File: src/rtl/mul_div_unit_if.sv
// Handshake and result bus between the pipeline (master) and mul_div_unit (slave).
interface mul_div_unit_if;
  logic        start;
  logic [1:0]  op;
  logic [31:0] operand_a;
  logic [31:0] operand_b;
  logic        flush;
  logic        hi_we;
  logic        lo_we;
  logic [31:0] wdata;
  logic [31:0] hi;
  logic [31:0] lo;
  logic        busy;
  logic        done;
  logic        div_zero;

  modport master (
    output start, op, operand_a, operand_b, flush, hi_we, lo_we, wdata,
    input  hi, lo, busy, done, div_zero
  );

  modport slave (
    input  start, op, operand_a, operand_b, flush, hi_we, lo_we, wdata,
    output hi, lo, busy, done, div_zero
  );
endinterface

File: src/rtl/mul_div_unit.sv
// Iterative MIPS-style HI/LO multiply/divide unit (32-cycle shift-add / restoring divide).
// Define MULDIV_FAST_MUL_EN for a single-cycle multiply; divide timing is unaffected.
module mul_div_unit (
  input  logic          clk,
  input  logic          rst_n,
  mul_div_unit_if.slave bus
);

  localparam logic [1:0] S_IDLE = 2'd0;
  localparam logic [1:0] S_CALC = 2'd1;
  localparam logic [1:0] S_SIGN = 2'd2;

  logic [1:0]  state_q, state_d;
  logic [4:0]  cnt_q, cnt_d;
  logic        busy_q, busy_d;
  logic        done_q, done_d;
  logic        dz_q, dz_d;
  logic        dzp_q, dzp_d;
  logic        skip_q, skip_d;
  logic [31:0] hi_q, hi_d;
  logic [31:0] lo_q, lo_d;

  logic [63:0] acc_q, acc_d;
  logic [31:0] bmag_q, bmag_d;
  logic        isdiv_q, isdiv_d;
  logic        neg_lo_q, neg_lo_d;
  logic        neg_hi_q, neg_hi_d;

  function automatic logic [31:0] mag32(input logic signed [31:0] v, input logic sgn);
    return (sgn && (v < 0)) ? 32'(-v) : 32'(v);
  endfunction

  function automatic logic [31:0] sign32(input logic [31:0] v, input logic neg);
    return neg ? (~v + 32'd1) : v;
  endfunction

  function automatic logic [63:0] sign64(input logic [63:0] v, input logic neg);
    return neg ? (~v + 64'd1) : v;
  endfunction

  logic        signed_in, is_div_in, a_neg, b_neg, dz_in, fast_in;
  logic [31:0] a_mag, b_mag;
  logic [63:0] fast_prod;

  assign is_div_in = bus.op[1];
  assign signed_in = ~bus.op[0];
  assign a_neg     = signed_in & bus.operand_a[31];
  assign b_neg     = signed_in & bus.operand_b[31];
  assign a_mag     = mag32($signed(bus.operand_a), signed_in);
  assign b_mag     = mag32($signed(bus.operand_b), signed_in);
  assign dz_in     = is_div_in && (bus.operand_b == 32'd0);

`ifdef MULDIV_FAST_MUL_EN
  logic signed [63:0] fa_s, fb_s;
  assign fa_s      = $signed({{32{a_neg}}, bus.operand_a});
  assign fb_s      = $signed({{32{b_neg}}, bus.operand_b});
  assign fast_prod = 64'(fa_s * fb_s);
  assign fast_in   = ~is_div_in;
`else
  assign fast_prod = 64'd0;
  assign fast_in   = 1'b0;
`endif

  // One iteration step: acc holds {partial product, multiplier} or {remainder, quotient}.
  logic [32:0] mul_sum;
  logic        div_ge;
  logic [31:0] div_sub;
  logic [63:0] step_mul, step_div;

  assign mul_sum  = {1'b0, acc_q[63:32]} + (acc_q[0] ? {1'b0, bmag_q} : 33'd0);
  assign step_mul = {mul_sum, acc_q[31:1]};
  assign div_ge   = acc_q[63:31] >= {1'b0, bmag_q};
  assign div_sub  = acc_q[62:31] - bmag_q;
  assign step_div = div_ge ? {div_sub, acc_q[30:0], 1'b1} : {acc_q[62:0], 1'b0};

  always_comb begin
    state_d  = state_q;
    cnt_d    = cnt_q;
    busy_d   = busy_q;
    done_d   = 1'b0;
    dz_d     = 1'b0;
    dzp_d    = dzp_q;
    skip_d   = skip_q;
    hi_d     = hi_q;
    lo_d     = lo_q;
    acc_d    = acc_q;
    bmag_d   = bmag_q;
    isdiv_d  = isdiv_q;
    neg_lo_d = neg_lo_q;
    neg_hi_d = neg_hi_q;
    case (state_q)
      S_IDLE: begin
        if (bus.start) begin
          acc_d    = {32'd0, a_mag};
          bmag_d   = b_mag;
          isdiv_d  = is_div_in;
          neg_lo_d = a_neg ^ b_neg;
          neg_hi_d = a_neg;
          cnt_d    = 5'd0;
          busy_d   = 1'b1;
          dzp_d    = dz_in;
          skip_d   = dz_in | fast_in;
          if (dz_in) begin
            state_d = S_SIGN;
          end else if (fast_in) begin
            {hi_d, lo_d} = fast_prod;
            state_d      = S_SIGN;
          end else begin
            state_d = S_CALC;
          end
        end else begin
          if (bus.hi_we) hi_d = bus.wdata;
          if (bus.lo_we) lo_d = bus.wdata;
        end
      end
      S_CALC: begin
        if (bus.flush) begin
          state_d = S_IDLE;
          busy_d  = 1'b0;
        end else begin
          acc_d = isdiv_q ? step_div : step_mul;
          cnt_d = cnt_q + 5'd1;
          if (cnt_q == 5'd31) state_d = S_SIGN;
        end
      end
      S_SIGN: begin
        state_d = S_IDLE;
        busy_d  = 1'b0;
        if (!bus.flush) begin
          done_d = 1'b1;
          dz_d   = dzp_q;
          if (!skip_q) begin
            if (isdiv_q) begin
              hi_d = sign32(acc_q[63:32], neg_hi_q);
              lo_d = sign32(acc_q[31:0], neg_lo_q);
            end else begin
              {hi_d, lo_d} = sign64(acc_q, neg_lo_q);
            end
          end
        end
      end
      default: begin
        state_d = S_IDLE;
        busy_d  = 1'b0;
      end
    endcase
  end

  // Control and architectural HI/LO state
  always_ff @(posedge clk or negedge rst_n) begin
    if (!rst_n) begin
      state_q <= S_IDLE;
      cnt_q   <= 5'd0;
      busy_q  <= 1'b0;
      done_q  <= 1'b0;
      dz_q    <= 1'b0;
      dzp_q   <= 1'b0;
      skip_q  <= 1'b0;
      hi_q    <= 32'd0;
      lo_q    <= 32'd0;
    end else begin
      state_q <= state_d;
      cnt_q   <= cnt_d;
      busy_q  <= busy_d;
      done_q  <= done_d;
      dz_q    <= dz_d;
      dzp_q   <= dzp_d;
      skip_q  <= skip_d;
      hi_q    <= hi_d;
      lo_q    <= lo_d;
    end
  end

  // Iteration datapath
  always_ff @(posedge clk) begin
    acc_q    <= acc_d;
    bmag_q   <= bmag_d;
    isdiv_q  <= isdiv_d;
    neg_lo_q <= neg_lo_d;
    neg_hi_q <= neg_hi_d;
  end

  assign bus.hi       = hi_q;
  assign bus.lo       = lo_q;
  assign bus.busy     = busy_q;
  assign bus.done     = done_q;
  assign bus.div_zero = dz_q;

endmodule

File: src/flat_wrapper.sv
// flat-port wrapper written by rule: the top's interface ports become plain ports
module mul_div_unit_flat 
  (clk, rst_n, bus_start, bus_op, bus_operand_a, bus_operand_b, bus_flush, bus_hi_we, bus_lo_we, bus_wdata, bus_hi, bus_lo, bus_busy, bus_done, bus_div_zero);
  mul_div_unit_if bus_i ();
  input  logic clk;
  input  logic rst_n;
  input wire logic [$bits(bus_i.start)-1:0] bus_start;
  input wire logic [$bits(bus_i.op)-1:0] bus_op;
  input wire logic [$bits(bus_i.operand_a)-1:0] bus_operand_a;
  input wire logic [$bits(bus_i.operand_b)-1:0] bus_operand_b;
  input wire logic [$bits(bus_i.flush)-1:0] bus_flush;
  input wire logic [$bits(bus_i.hi_we)-1:0] bus_hi_we;
  input wire logic [$bits(bus_i.lo_we)-1:0] bus_lo_we;
  input wire logic [$bits(bus_i.wdata)-1:0] bus_wdata;
  output wire logic [$bits(bus_i.hi)-1:0] bus_hi;
  output wire logic [$bits(bus_i.lo)-1:0] bus_lo;
  output wire logic [$bits(bus_i.busy)-1:0] bus_busy;
  output wire logic [$bits(bus_i.done)-1:0] bus_done;
  output wire logic [$bits(bus_i.div_zero)-1:0] bus_div_zero;
  assign bus_i.start = bus_start;
  assign bus_i.op = bus_op;
  assign bus_i.operand_a = bus_operand_a;
  assign bus_i.operand_b = bus_operand_b;
  assign bus_i.flush = bus_flush;
  assign bus_i.hi_we = bus_hi_we;
  assign bus_i.lo_we = bus_lo_we;
  assign bus_i.wdata = bus_wdata;
  assign bus_hi = bus_i.hi;
  assign bus_lo = bus_i.lo;
  assign bus_busy = bus_i.busy;
  assign bus_done = bus_i.done;
  assign bus_div_zero = bus_i.div_zero;
  mul_div_unit u_core (.clk(clk), .rst_n(rst_n), .bus(bus_i));
endmodule
File: config.mk
export PLATFORM = sky130hd
export DESIGN_NAME = mul_div_unit_flat
export DESIGN_NICKNAME = d
export VERILOG_FILES = /design/src/rtl/mul_div_unit_if.sv /design/src/rtl/mul_div_unit.sv /design/src/flat_wrapper.sv
export SDC_FILE = /design/constraint.sdc
export NUM_CORES = 1
export LEC_CHECK = 0
export CAP_MARGIN = 25
export CORE_UTILIZATION = 45
export DETAILED_ROUTE_END_ITERATION = 8
export MAX_ROUTING_LAYER = met4
export PLACE_DENSITY_LB_ADDON = 0.25
export SLEW_MARGIN = 25
export SYNTH_ARGS = -nofsm -noshare
export SYNTH_HDL_FRONTEND = slang
export SYNTH_SLANG_ARGS = --single-unit
File: constraint.sdc
create_clock -name clk -period 4.7 [get_ports clk]
set_input_delay 0.47 -clock clk [delete_from_list [all_inputs] [get_ports clk]]
set_output_delay 0.47 -clock clk [all_outputs]
set_load 0.03 [all_outputs]
Word-level counts from Yosys, hierarchy flattened
Index checks and enable logic that the tools add are counted.
W data, S select, Z words.
- output and inout bits: 67
- flip-flop bits (word level): 174
- $lt $le $gt $ge: 3
- $add $sub $neg: 8
- mux-type cells: 38
- bitwise gates (word level): 7
- equal/unequal tests: 12
- reduce and logical (&&, ||, !) cells: 13
- operators by type and width (kind ; count):
    $mux W32 ; 15
    $mux W64 ; 5
    $pmux W32 S2 ; 2
    $pmux W64 S2 ; 1
    $add A32 B1 Y32 const B ; 2
    $add A64 B1 Y64 const B ; 1
    $lt A32 B1 Y1 const B ; 2
    $neg A32 Y32 ; 2
    $not A32 Y32 ; 2
    $not A64 Y64 ; 1
    $add A32 B33 Y33 ; 1
    $ge A33 B32 Y1 ; 1
    $logic_not A32 Y1 ; 1
    $sub A32 B32 Y32 ; 1
    $ne A2 B2 Y1 const B ; 8
    $mux W5 ; 2
    $pmux W5 S2 ; 1
    $reduce_and A5 Y1 ; 2
    $mux W2 ; 4
    $mux W1 ; 6
    $reduce_and A2 Y1 ; 3
    $add A5 B1 Y5 const B ; 1
    $eq A5 B5 Y1 const B ; 1
    $pmux W2 S2 ; 1
    other kinds (11) ; 15

Logic depth before layout (Yosys ltp)
Gate-level depths: netlist of the first run.
- depth after elaboration: 7
- depth in mapped cells: 14
- mapped depth without buffers: 13

Worst setup path before layout of the first run
OpenSTA, ideal clock, no wires.
- path kind: register to register
- start: register u_core.acc_q[0]
- end: register u_core.acc_q[60] (data pin)
- path slack: 1308 ps
- data arrival time: 3218 ps
- stages on the path, launching flop included: 14
- data required time: 4526 ps
- cell sequence: edfxtp_1 -> inv_1 -> buf_1 -> nor2_1 -> ha_1 -> a211o_1 -> a21oi_1 -> o21bai_1 -> a31oi_1 -> o21ai_2 -> a31o_2 -> a41oi_1 -> mux2_2 -> a311oi_1
- word-level cells in the longest chain between the ends: 5
- RTL lines (what ; line ; RTL):
    start: declaration ; mul_div_unit.sv:23 ; logic [63:0] acc_q, acc_d;
    start signal: assignment ; mul_div_unit.sv:176 ; acc_q <= acc_d;
    $mux W32 ; mul_div_unit.sv:70 ; assign mul_sum = {1'b0, acc_q[63:32]} + (acc_q[0] ? {1'b0, bmag_q} : 33'd0);
    $add A32 B33 Y33 ; mul_div_unit.sv:70 ;
    $mux W64 ; mul_div_unit.sv:121 ; acc_d = isdiv_q ? step_div : step_mul;
    $mux W64 ; mul_div_unit.sv:117 ; if (bus.flush) begin
    $pmux W64 S2 ; mul_div_unit.sv:91 ; case (state_q)
No other way between the ends. The select of a mux whose other input is x is not followed.
A chain may end at the register's enable or synchronous reset.

Final worst setup path of the first run
Same ends and word-level chain as after synthesis.

==> tab_implementation.tex, run 1 <==
\begin{tabular}{lr}
\hline
Metric & Value \\
\hline
\multicolumn{2}{l}{\textbf{Timing}} \\
\quad Setup TNS & 0 ns \\
\quad Final hold vios & 0 \\
\quad Shortest period the worst path allows & 3.90 ns \\
\quad Setup-violating endpoint count in the final report & 0 \\
\quad Worst slew margin & 0.367 \\
\quad Peak clock frequency supported by timing & 257 MHz \\
\quad Unrepaired setup endpoints after global routing & no \\
\quad Slew @ Worst Pin & 0.949 ns \\
\quad Maximum clock skew at final layout & about 0.015 ns \\
\quad Final Max Tran Viols & 0 \\
\quad Portion of the clock cycle consumed by the worst path in the final layout & 0.829 \\
\multicolumn{2}{l}{\textbf{Placed design}} \\
\quad Gpl congestion & 0.974 \\
\quad Detailed placer's ending HPWL & between 30 and 40 mm \\
\quad Count of buffers inserted at the top-level ports & 170 \\
\multicolumn{2}{l}{\textbf{Synthesis}} \\
\quad Top-area cell type share of the netlist area & 0.206 \\
\quad Netlist cell types & 90 \\
\quad Cell type contributing the most total cell area after synthesis & sky130\_fd\_sc\_hd\_\_edfxtp\_1 \\
\quad Seq/Total Area, Yosys & 0.337 \\
\quad Ys Warns & 0 \\
\quad Post-Synthesis Mean Instance Area & around 8.4 um\^{}2 \\
\quad Asr flop ratio synth & 0.431 \\
\quad Synth Cell Area & roughly 14000 um\^{}2 \\
\quad Cells after Synth & around 1700 \\
\quad Synthesis-stage register bit count & $\sim$170 \\
\quad Most used standard cell by instance count after synthesis & sky130\_fd\_sc\_hd\_\_nor2\_1 \\
\quad Post-Synthesis Net Count & roughly 1900 \\
\quad Synth Flop Type & sky130\_fd\_sc\_hd\_\_edfxtp\_1 \\
\quad Top post-synthesis cells by area & sky130\_fd\_sc\_hd\_\_edfxtp\_1 21\%, sky130\_fd\_sc\_hd\_\_dfrtp\_1 13\%, sky130\_fd\_sc\_hd\_\_ha\_1 6.1\% \\
\quad Most frequent cells after synthesis & 227 x sky130\_fd\_sc\_hd\_\_nor2\_1, 197 x sky130\_fd\_sc\_hd\_\_nand2\_1, 132 x sky130\_fd\_sc\_hd\_\_a21oi\_1 \\
\quad Number of flops mapped to enable cells by yosys & 99 \\
\multicolumn{2}{l}{\textbf{Pwr}} \\
\quad Flop pwr share & 0.332 \\
\quad Proportion of total power due to net switching & 0.433 \\
\quad Logic gate share of total power & 0.477 \\
\quad Leakage & 7.01 nW \\
\quad Internal power & slightly below 4 mW \\
\quad Share of total power in the clock network & 0.192 \\
\quad Reported net switching power & slightly above 3 mW \\
\quad Final Power & 6.98 mW \\
\quad Highest ir drop seen on vdd & between 0.2 and 0.3 mV \\
\quad Ratio of total power to cell area & between 400 and 500 nW/um\^{}2 \\
\multicolumn{2}{l}{\textbf{Setup path}} \\
\quad Endpoint type of the worst setup path & register \\
\quad Launch instance of the worst register-to-register path & u\_core.acc\_q[0]\$\_DFFE\_PP\_ \\
\quad Top delay family on crit path & compound AO/OA/AOI/OAI gates \\
\quad Crit path kind & reg2reg \\
\quad Critical path required time & around 5.0 ns \\
\quad Critical Path Slowest Stage Cell & sky130\_fd\_sc\_hd\_\_edfxtp\_1 \\
\quad Worst-case register-to-register setup slack & approximately 0.8 ns \\
\quad Reg2Reg Capture Point & u\_core.acc\_q[60]\$\_SDFFCE\_PN0P\_ \\
\quad Count of buffer and inverter cells on the critical path & 1 \\
\quad Largest fanout on the critical path & 6 \\
\quad Worst path max stage delay & approximately 0.50 ns \\
\quad Series of cell instances along the critical path & inv\_1 -> nor2\_1 -> ha\_1 -> a211o\_1 -> a21oi\_1 -> o21bai\_1 -> a31oi\_1 -> o21ai\_2 -> a31o\_2 -> a41oi\_1 -> mux2\_2 -> a311oi\_1 \\
\quad Logic depth of the worst register-to-register path & 12 \\
\quad Kind of start point of the critical path & register \\
\quad Signal arrival time at the worst endpoint & between 4 and 5 ns \\
\multicolumn{2}{l}{\textbf{Clock tree}} \\
\quad Total of hold buffers inserted after clock tree synthesis & 0 \\
\quad Clk\_lat worst skew & about 0.46 ns \\
\quad Number of buffers inserted during clock tree synthesis & 17 \\
\quad CTS resizes & 0 \\
\quad CTS tree & built \\
\quad Max clock buf depth & 2 \\
\quad Clk Tree Root Cell & sky130\_fd\_sc\_hd\_\_clkbuf\_16 \\
\quad Register clock-pin slew on the reported worst setup and hold paths & roughly 0.070 ns \\
\quad Number of sinks on the clock net & $\sim$170 \\
\quad Deepest level of the CTS H-tree & 4 \\
\quad Buffers inserted during post-CTS setup optimization & 0 \\
\multicolumn{2}{l}{\textbf{Die}} \\
\quad Number of I/O pins & roughly 170 \\
\quad Die Ht & around 180 um \\
\quad Std cell rows & 65 \\
\quad Die outline width & around 180 um \\
\quad Core outline area & between 30000 and 40000 um\^{}2 \\
\quad Overall die area & about 33000 um\^{}2 \\
\quad Starting Density & 0.457 \\
\multicolumn{2}{l}{\textbf{Detailed routing}} \\
\quad Avg Vias per Cell & approximately 6 \\
\quad Count of nets left with antenna violations after detail routing & 0 \\
\quad Sum of routed wire length over all layers & between 40 and 50 mm \\
\quad First-pass iteration count of the detailed router & 5 \\
\quad Initial detailed-routing violation count & slightly above 1000 \\
\quad Remaining DRCs & 0 \\
\quad Number of vias in the routed layout & $\sim$14000 \\
\quad Average detailed-routed wire length per instance & around 21 um \\
\multicolumn{2}{l}{\textbf{GRT}} \\
\quad Vias in the first global route & 12900 \\
\quad Total GRT Usage & 0.299 \\
\quad First-pass GRT wire length & 73.7 mm \\
\quad Maximum number of pins on one net before global-route repair & 76 \\
\quad Initial antenna violation count & 0 \\
\quad GRT overflow & 0 \\
\multicolumn{2}{l}{\textbf{Outcome}} \\
\quad Result of the run & complete, no violations \\
\multicolumn{2}{l}{\textbf{Run}} \\
\quad Max Cap Viol & 0 \\
\multicolumn{2}{l}{\textbf{Worst hold path}} \\
\quad Class of the most critical hold timing path & in2async \\
\multicolumn{2}{l}{\textbf{Final layout}} \\
\quad Number of antenna repair diodes & 0 \\
\quad Net count reported at finish & 2025 \\
\quad Synthesis-to-finish area growth & 18.0\% \\
\quad Fraction of final layout cells sized beyond drive strength 1 & 0.0543 \\
\hline
\end{tabular}
## state kept, by name, indices dropped and copies added, names as in the netlist
signal,cells
u_core.acc_q,64
u_core.bmag_q,32
u_core.bus.busy,1
u_core.bus.div_zero,1
u_core.bus.done,1
u_core.bus.hi,32
u_core.bus.lo,32
u_core.cnt_q,5
u_core.dzp_q,1
u_core.isdiv_q,1
u_core.neg_hi_q,1
u_core.neg_lo_q,1
u_core.state_q,2
## worst max-delay path by stage
stage	start	end	slack [ns]	depth (start not counted)
6_report	u_core.acc_q[0]$_DFFE_PP_	u_core.acc_q[60]$_SDFFCE_PN0P_	0.80	12
5_1_grt	u_core.acc_q[0]$_DFFE_PP_	u_core.acc_q[53]$_SDFFCE_PN0P_	0.51	13
4_1_cts	u_core.acc_q[0]$_DFFE_PP_	u_core.acc_q[60]$_SDFFCE_PN0P_	0.81	12
3_5_place_dp	u_core.acc_q[0]$_DFFE_PP_	u_core.acc_q[60]$_SDFFCE_PN0P_	0.84	12
3_3_place_gp	u_core.acc_q[0]$_DFFE_PP_	u_core.acc_q[60]$_SDFFCE_PN0P_	0.83	12
2_1_floorplan	u_core.acc_q[0]$_DFFE_PP_	u_core.acc_q[60]$_SDFFCE_PN0P_	1.31	13
## placed cells by master, fill, tap and decap left out, drive strengths merged, types with 11 or more instances in the layout
| cell type | count |
|---|---|
| nor2 | 228 |
| nand2 | 200 |
| clkdlybuf4s50 | 169 |
| a21oi | 134 |
| o21ai | 117 |
| edfxtp | 99 |
| xnor2 | 96 |
| xor2 | 75 |
| dfrtp | 75 |
| ha | 70 |
| inv | 69 |
| o31ai | 54 |
| a21o | 44 |
| mux2i | 42 |
| nor3 | 33 |
| nand3 | 28 |
| buf | 24 |
| or3 | 21 |
| a31oi | 20 |
| a211oi | 19 |
| clkbuf | 18 |
| nor2b | 17 |
| nor4 | 17 |
| o41ai | 14 |
| nand2b | 14 |
| a311oi | 12 |
| and3 | 11 |
| or4 | 11 |
## logic make-up after synthesis
kind of cell / after synthesis / synth area share
buffers and inverters: 152 / 0.0407
adders and majority gates: 72 / 0.0636
muxes: 44 / 0.0307
and+or+nand+nor: 622 / 0.204
DFF: 174 / 0.337
xor gates and xnor gates: 171 / 0.104
AOI/OAI and AO/OA: 490 / 0.221
## metrics by stage
step	hold slack, ns	setup slack [ns]	cells	area, um^2	utilization
5_1_grt	0.0854	0.512	2263	17000	0.539
6_report	0.0379	0.802	2263	17000	0.539
2_1_floorplan	0.174	1.31	1725	14400	-
3_3_place_gp	0.462	0.834	2232	16500	0.522
3_5_place_dp	0.466	0.838	2232	16500	0.522
4_1_cts	0.211	0.809	2263	17000	0.538
## power groups by stage
stage	registers, mW	clock network, mW	logic, mW
6_report	2.32	1.34	3.33
5_1_grt	2.35	1.41	3.61
4_1_cts	2.30	1.35	3.29
3_5_place_dp	2.34	0	3.28
3_3_place_gp	2.32	0	3.27
2_1_floorplan	2.47	0	1.96
## final cells by class
class / instances / area [um^2]
clock buffer: 18 / 429
clock inverter: 13 / 91.3
fill: 3032 / 14600
inverter: 64 / 240
multi-input combinational: 1399 / 8990
sequential: 174 / 4850
tap: 402 / 503
timing repair buffer: 193 / 1890
## routing by layer
layer	track usage	wire length, um	part of all wire	up-vias
li1	-	-	-	6472
met1	0.396	21200	0.45	6409
met2	0.472	21800	0.46	574
met3	0.0385	2890	0.061	67
met4	0.100	1230	0.026	0
met5	-	0	0	-
No activity file was read; power rests on OpenSTA's default activity.
==> run 2: changes to the inputs <==
==> constraint.sdc (replaced) <==
create_clock -name clk -period 3.4 [get_ports clk]
set_input_delay 0.34 -clock clk [delete_from_list [all_inputs] [get_ports clk]]
set_output_delay 0.34 -clock clk [all_outputs]
set_load 0.03 [all_outputs]
==> tab_implementation.tex, run 2 (synthesis results as in run 1) <==
\begin{tabular}{lr}
\hline
Metric & Value \\
\hline
\multicolumn{2}{l}{\textbf{Clock tree}} \\
\quad Max clock buf depth & 2 \\
\quad Number of sinks on the clock net & between 150 and 200 \\
\quad Number of buffers inserted during clock tree synthesis & 17 \\
\quad CTS tree & built \\
\quad Register clock-pin slew on the reported worst setup and hold paths & 0.08 ns \\
\quad Deepest level of the CTS H-tree & 4 \\
\quad Clk\_lat worst skew & about 0.45 ns \\
\quad Clk Tree Root Cell & sky130\_fd\_sc\_hd\_\_clkbuf\_16 \\
\multicolumn{2}{l}{\textbf{Final layout}} \\
\quad Most frequent cells in the layout & 226 x sky130\_fd\_sc\_hd\_\_nor2\_1, 196 x sky130\_fd\_sc\_hd\_\_nand2\_1, 169 x sky130\_fd\_sc\_hd\_\_clkdlybuf4s50\_1 \\
\quad Fraction of final layout cells sized beyond drive strength 1 & 0.136 \\
\quad Area of all placed cells without fillers & 18300 um\^{}2 \\
\quad Area taken by multi-input logic gates & slightly above 9000 um\^{}2 \\
\quad Number of antenna repair diodes & 0 \\
\quad Top register by number of flip-flops & u\_core.acc\_q \\
\quad Storage element area & $\sim$4800 um\^{}2 \\
\quad Max reg flops & 64 \\
\quad Synthesis-to-finish area growth & 27.0\% \\
\quad Net count reported at finish & approximately 2200 \\
\quad Number of inserted filler cells in the final layout & 2900 \\
\quad Most common cell after layout, fill and taps aside & sky130\_fd\_sc\_hd\_\_nor2\_1 \\
\multicolumn{2}{l}{\textbf{Detailed routing}} \\
\quad Count of nets left with antenna violations after detail routing & 0 \\
\quad Initial detailed-routing violation count & 1195 \\
\quad Number of vias in the routed layout & approximately 14000 \\
\quad First-pass iteration count of the detailed router & 6 \\
\quad Average detailed-routed wire length per instance & roughly 21 um \\
\quad Avg Vias per Cell & 5.91 \\
\quad Remaining DRCs & 0 \\
\quad Sum of routed wire length over all layers & 49.8 mm \\
\multicolumn{2}{l}{\textbf{Timing}} \\
\quad Maximum clock skew at final layout & roughly 0.017 ns \\
\quad Final hold vios & 0 \\
\quad Worst slew margin & 0.428 \\
\quad Shortest period the worst path allows & between 3 and 4 ns \\
\quad Unrepaired setup endpoints after global routing & yes \\
\quad Post-route worst hold slack & about 0.47 ns \\
\quad Peak clock frequency supported by timing & roughly 300 MHz \\
\quad Worst Setup Slack, final & 0.0914 ns \\
\quad Final Max Tran Viols & 0 \\
\quad Portion of the clock cycle consumed by the worst path in the final layout & 0.973 \\
\quad Setup-violating endpoint count in the final report & 0 \\
\quad Slew @ Worst Pin & 0.850 ns \\
\multicolumn{2}{l}{\textbf{Setup path}} \\
\quad Largest fanout on the critical path & 3 \\
\quad Series of cell instances along the critical path & inv\_2 -> ha\_2 -> inv\_1 -> fa\_2 -> a211oi\_2 -> o21bai\_1 -> a21oi\_2 -> buf\_4 -> buf\_4 -> a21oi\_2 -> a211o\_1 -> buf\_4 -> o21ai\_0 -> o21ai\_0 -> a311oi\_2 \\
\quad Worst-case register-to-register setup slack & between 0.09 and 0.1 ns \\
\quad Critical Path Slowest Stage Cell & sky130\_fd\_sc\_hd\_\_fa\_2 \\
\quad Worst path max stage delay & approximately 0.42 ns \\
\quad Critical path required time & approximately 3.7 ns \\
\quad Most common cell type on the critical path & sky130\_fd\_sc\_hd\_\_buf\_4 \\
\quad Count of buffer and inverter cells on the critical path & 5 \\
\quad Stages on the worst setup path & 15 \\
\quad Signal arrival time at the worst endpoint & about 3.6 ns \\
\quad Endpoint type of the worst setup path & register \\
\quad Crit path kind & reg2reg \\
\quad Top delay family on crit path & compound AO/OA/AOI/OAI gates \\
\quad Kind of start point of the critical path & register \\
\quad Logic depth of the worst register-to-register path & 15 \\
\multicolumn{2}{l}{\textbf{Die}} \\
\quad Overall die area & around 33000 um\^{}2 \\
\quad Core outline area & about 32000 um\^{}2 \\
\quad Starting Density & 0.457 \\
\quad Die outline width & 181 um \\
\quad Std cell rows & 65 \\
\quad Number of I/O pins & 171 \\
\quad Die Ht & about 180 um \\
\multicolumn{2}{l}{\textbf{Pwr}} \\
\quad Ratio of total power to cell area & about 570 nW/um\^{}2 \\
\quad Highest ir drop seen on vdd & about 0.37 mV \\
\quad Leakage & roughly 8 nW \\
\multicolumn{2}{l}{\textbf{Outcome}} \\
\quad Result of the run & complete, no violations \\
\multicolumn{2}{l}{\textbf{GRT}} \\
\quad Initial antenna violation count & 1 \\
\quad Maximum number of pins on one net before global-route repair & 76 \\
\quad GRT overflow & 0 \\
\quad First-pass GRT wire length & about 77 mm \\
\quad Vias in the first global route & between 10000 and 15000 \\
\quad Total GRT Usage & 0.316 \\
\multicolumn{2}{l}{\textbf{Worst hold path}} \\
\quad Class of the most critical hold timing path & in2async \\
\multicolumn{2}{l}{\textbf{Placed design}} \\
\quad Worst slack at placement & -0.150 ns \\
\quad Count of buffers inserted at the top-level ports & between 150 and 200 \\
\quad Gpl congestion & 0.971 \\
\quad Detailed placer's ending HPWL & 39.1 mm \\
\quad DP Area & 17500 um\^{}2 \\
\multicolumn{2}{l}{\textbf{Run}} \\
\quad Max Cap Viol & 0 \\
\hline
\end{tabular}
[run 2: changes by cell type in the layout (fill, tap and decap cells not counted), sizes merged]
cell,change
inv,+4
buf,+141
clkinvlp,-1
clkinv,-3
bufinv,+1
dlygate4sd3,+1
[run 2: worst paths after layout]
check,from,endpoint
max,u_core.acc_q[31]$_DFFE_PP_,u_core.acc_q[60]$_SDFFCE_PN0P_
min,rst_n,u_core.bus.lo[26]$_DFFE_PN0P_
max reg2reg,u_core.acc_q[31]$_DFFE_PP_,u_core.acc_q[60]$_SDFFCE_PN0P_
min reg2reg,u_core.bus.lo[10]$_DFFE_PN0P_,u_core.bus.lo[10]$_DFFE_PN0P_
max in group asynchronous,rst_n,u_core.bus.hi[1]$_DFFE_PN0P_
min in group clk,u_core.bus.lo[10]$_DFFE_PN0P_,u_core.bus.lo[10]$_DFFE_PN0P_
[run 2: cell type report]
cell class,count,area share
Clock buffer,18,0.0235
Clock inverter,14,0.00704
Inverter,64,0.0131
Multi-Input combinational cell,1399,0.500
Sequential cell,174,0.265
Tap cell,402,0.0275
Timing Repair Buffer,335,0.164
[run 2: metrics by stage]
stage          power (mW)   util  setup TNS [ns]  cells
2_1_floorplan        6.13      -               0   1725
3_3_place_gp         8.28  0.555          -0.174   2366
3_5_place_dp         8.33  0.555          -0.245   2366
4_1_cts              10.3  0.574        -0.00373   2400
5_1_grt              11.1  0.580          -0.200   2406
6_report             10.5  0.580               0   2406
[run 2: metal layers]
metal / GRT usage / share of wire / vias up
met2: 0.510 / 0.47 / 556
met3: 0.0383 / 0.060 / 70
met1: 0.414 / 0.44 / 6810
met5: - / 0 / -
met4: 0.0944 / 0.024 / 0
li1: - / - / 6774
[run 2: power breakdown]
group | internal, mW | switching [mW]
combinational | 2.33 | 3.12
sequential | 2.71 | 0.362
clock | 1.02 | 0.948
total | 6.06 | 4.43
[run 2: worst register-to-register path, stage by stage, from the launching register on]
cell and delay [ns]:
sky130_fd_sc_hd__edfxtp_1 0.40, sky130_fd_sc_hd__inv_2 0.10, sky130_fd_sc_hd__ha_2 0.17, sky130_fd_sc_hd__inv_1 0.06, sky130_fd_sc_hd__fa_2 0.42, sky130_fd_sc_hd__a211oi_2 0.22
sky130_fd_sc_hd__o21bai_1 0.13, sky130_fd_sc_hd__a21oi_2 0.19, sky130_fd_sc_hd__buf_4 0.13, sky130_fd_sc_hd__buf_4 0.11, sky130_fd_sc_hd__a21oi_2 0.08, sky130_fd_sc_hd__a211o_1 0.37
sky130_fd_sc_hd__buf_4 0.17, sky130_fd_sc_hd__o21ai_0 0.17, sky130_fd_sc_hd__o21ai_0 0.13, sky130_fd_sc_hd__a311oi_2 0.27
[run 2: what timing repair did]
item,4_1_cts,5_1_grt
buffers inserted,2,6
endpoints found under the setup margin,4,31
gates cloned,0,0
hold buffers,0,1
gates resized for setup,6,35
pin swaps,3,15
endpoints found under the hold margin,0,62
==> run 3: changes to the inputs <==
--- a/config.mk
+++ b/config.mk
@@ -5,11 +5,13 @@
 export SDC_FILE = /design/constraint.sdc
 export NUM_CORES = 1
 export LEC_CHECK = 0
+export ABC_CLOCK_PERIOD_IN_PS = 4000
 export CAP_MARGIN = 25
 export CORE_UTILIZATION = 45
 export DETAILED_ROUTE_END_ITERATION = 8
 export MAX_ROUTING_LAYER = met4
 export PLACE_DENSITY_LB_ADDON = 0.25
+export SETUP_SLACK_MARGIN = 0.3
 export SLEW_MARGIN = 25
 export SYNTH_ARGS = -nofsm -noshare
 export SYNTH_HDL_FRONTEND = slang
==> constraint.sdc (replaced) <==
create_clock -name clk -period 4 [get_ports clk]
set_input_delay 0.4 -clock clk [delete_from_list [all_inputs] [get_ports clk]]
set_output_delay 0.4 -clock clk [all_outputs]
set_load 0.03 [all_outputs]
==> tab_implementation.tex, run 3 (synthesis results as in run 1) <==
\begin{tabular}{lr}
\hline
Metric & Value \\
\hline
\multicolumn{2}{l}{\textbf{Clock tree}} \\
\quad Register clock-pin slew on the reported worst setup and hold paths & 0.07 ns \\
\quad Max clock buf depth & 2 \\
\quad Clk\_lat worst skew & 0.46 ns \\
\quad Clk Tree Root Cell & sky130\_fd\_sc\_hd\_\_clkbuf\_16 \\
\quad CTS tree & built \\
\quad Number of sinks on the clock net & 174 \\
\quad Number of buffers inserted during clock tree synthesis & 17 \\
\quad Total of hold buffers inserted after clock tree synthesis & 0 \\
\quad Deepest level of the CTS H-tree & 4 \\
\multicolumn{2}{l}{\textbf{Run}} \\
\quad Max Cap Viol & 0 \\
\multicolumn{2}{l}{\textbf{Pwr}} \\
\quad Flop pwr share & 0.313 \\
\quad Final Power & between 8 and 9 mW \\
\quad Share of total power in the clock network & 0.199 \\
\quad Proportion of total power due to net switching & 0.421 \\
\quad Logic gate share of total power & 0.489 \\
\quad Ratio of total power to cell area & just under 500 nW/um\^{}2 \\
\quad Internal power & a little under 5 mW \\
\quad Highest ir drop seen on vdd & approximately 0.33 mV \\
\quad Leakage & 7.27 nW \\
\quad Reported net switching power & between 3 and 4 mW \\
\multicolumn{2}{l}{\textbf{Timing}} \\
\quad Portion of the clock cycle consumed by the worst path in the final layout & 0.915 \\
\quad Final Max Tran Viols & 0 \\
\quad Shortest period the worst path allows & between 3 and 4 ns \\
\quad Setup TNS & 0 ns \\
\quad Unrepaired setup endpoints after global routing & yes \\
\quad Maximum clock skew at final layout & about 0.010 ns \\
\quad Peak clock frequency supported by timing & $\sim$270 MHz \\
\quad Post-route worst hold slack & -0.0281 ns \\
\quad Worst slew margin & 0.437 \\
\quad Final hold vios & 34 \\
\quad Slew @ Worst Pin & about 0.84 ns \\
\quad Setup-violating endpoint count in the final report & 0 \\
\multicolumn{2}{l}{\textbf{Detailed routing}} \\
\quad Avg Vias per Cell & between 5 and 6 \\
\quad Number of vias in the routed layout & between 10000 and 15000 \\
\quad Count of nets left with antenna violations after detail routing & 0 \\
\quad Initial detailed-routing violation count & $\sim$1100 \\
\quad Remaining DRCs & 0 \\
\quad Average detailed-routed wire length per instance & slightly above 20 um \\
\quad Sum of routed wire length over all layers & 47.6 mm \\
\quad First-pass iteration count of the detailed router & 5 \\
\multicolumn{2}{l}{\textbf{Outcome}} \\
\quad Failing checks & hold timing \\
\quad Result of the run & finished, violations left \\
\multicolumn{2}{l}{\textbf{Setup path}} \\
\quad Worst path max stage delay & 0.53 ns \\
\quad Count of buffer and inverter cells on the critical path & 3 \\
\quad Critical path required time & approximately 4.4 ns \\
\quad Kind of start point of the critical path & register \\
\quad Critical Path Slowest Stage Cell & sky130\_fd\_sc\_hd\_\_or4\_4 \\
\quad Top delay family on crit path & simple AND/OR/NAND/NOR gates \\
\quad Crit path kind & reg2reg \\
\quad Largest fanout on the critical path & 11 \\
\quad Series of cell instances along the critical path & buf\_4 -> clkinvlp\_2 -> buf\_4 -> ha\_1 -> or3b\_1 -> or4\_4 -> nand4bb\_1 -> nand2\_1 -> nand2\_1 -> o21ai\_0 -> xnor2\_1 -> nor2\_1 -> o31ai\_1 \\
\quad Endpoint type of the worst setup path & register \\
\quad Signal arrival time at the worst endpoint & just over 4 ns \\
\multicolumn{2}{l}{\textbf{GRT}} \\
\quad Vias in the first global route & 12900 \\
\quad Maximum number of pins on one net before global-route repair & 90 \\
\quad First-pass GRT wire length & 73.5 mm \\
\quad Total GRT Usage & 0.300 \\
\quad GRT overflow & 0 \\
\quad Initial antenna violation count & 0 \\
\multicolumn{2}{l}{\textbf{Final layout}} \\
\quad Max reg flops & 64 \\
\quad Number of antenna repair diodes & 0 \\
\quad Most frequent cells in the layout & 226 x sky130\_fd\_sc\_hd\_\_nor2\_1, 197 x sky130\_fd\_sc\_hd\_\_nand2\_1, 169 x sky130\_fd\_sc\_hd\_\_clkdlybuf4s50\_1 \\
\quad Synthesis-to-finish area growth & 21.1\% \\
\quad Fraction of final layout cells sized beyond drive strength 1 & 0.0808 \\
\quad Most common cell after layout, fill and taps aside & sky130\_fd\_sc\_hd\_\_nor2\_1 \\
\quad Net count reported at finish & a little over 2000 \\
\quad Number of inserted filler cells in the final layout & just under 3000 \\
\quad Top register by number of flip-flops & u\_core.acc\_q \\
\quad Area of all placed cells without fillers & between 15000 and 20000 um\^{}2 \\
\multicolumn{2}{l}{\textbf{Die}} \\
\quad Starting Density & 0.457 \\
\quad Die outline width & 181 um \\
\quad Number of I/O pins & around 170 \\
\quad Core outline area & around 32000 um\^{}2 \\
\quad Overall die area & between 30000 and 40000 um\^{}2 \\
\quad Std cell rows & 65 \\
\quad Die Ht & between 150 and 200 um \\
\multicolumn{2}{l}{\textbf{Worst hold path}} \\
\quad Class of the most critical hold timing path & in2async \\
\multicolumn{2}{l}{\textbf{Placed design}} \\
\quad Gpl congestion & 0.991 \\
\quad Detailed placer's ending HPWL & 37.1 mm \\
\quad DP Area & about 17000 um\^{}2 \\
\quad Count of buffers inserted at the top-level ports & 170 \\
\hline
\end{tabular}
run 3: path summary, 6_finish.rpt:
check                                                 to                           from  cells after the start  slack (ns)
setup / recovery           u_core.bus.hi[18]$_DFFE_PN0P_      u_core.acc_q[0]$_DFFE_PP_                     13        0.34
hold / removal             u_core.bus.lo[27]$_DFFE_PN0P_                          rst_n                      1       -0.03
setup reg to reg           u_core.bus.hi[18]$_DFFE_PN0P_      u_core.acc_q[0]$_DFFE_PP_                     13        0.34
hold reg to reg            u_core.bus.lo[18]$_DFFE_PN0P_  u_core.bus.lo[18]$_DFFE_PN0P_                      2        0.47
max in group asynchronous   u_core.bus.hi[8]$_DFFE_PN0P_                          rst_n                      1        3.53
min in group clk           u_core.bus.lo[18]$_DFFE_PN0P_  u_core.bus.lo[18]$_DFFE_PN0P_                      2        0.47
run 3: timing repair:
action,in CTS,in global routing
cloned,0,1
resized for setup,1,9
pin swaps,0,2
setup buffers,0,2
endpoints found under the hold margin,0,0
setup endpoints to repair,1,11
run 3: per-stage QoR:
stage | util | hold slack [ns] | setup WS [ns] | cells
detailed placement | 0.533 | 0.465 | 0.326 | 2274
CTS | 0.551 | 0.139 | 0.310 | 2306
global route | 0.553 | 0.0306 | 0.207 | 2309
global placement | 0.533 | 0.459 | 0.398 | 2274
floorplan | - | 0.104 | 0.608 | 1725
finish | 0.553 | -0.0281 | 0.340 | 2309
run 3: power by group through the flow:
stage	clock network, mW	registers [mW]	logic [mW]
4_1_cts	1.70	2.63	4.07
2_1_floorplan	0	2.91	2.30
3_5_place_dp	0	2.67	4.05
3_3_place_gp	0	2.66	4.04
6_report	1.68	2.64	4.13
5_1_grt	1.76	2.67	4.49
run 3: routing by layer:
layer,global-route usage,wire length (um),vias up
li1,-,-,6581
met1,0.398,20900,6470
met2,0.468,21800,552
met3,0.0347,3270,80
met4,0.120,1590,0
met5,-,0,-
run 3: cell type report:
cell class | count | area [um^2] | area share
Clock buffer | 21 | 503 | 0.0288
Clock inverter | 11 | 75.1 | 0.00430
Inverter | 64 | 244 | 0.0140
Multi-Input combinational cell | 1399 | 9010 | 0.516
Sequential cell | 174 | 4850 | 0.278
Tap cell | 402 | 503 | 0.0288
Timing Repair Buffer | 237 | 2260 | 0.129
Timing Repair inverter | 1 | 5.00 | 0.000287
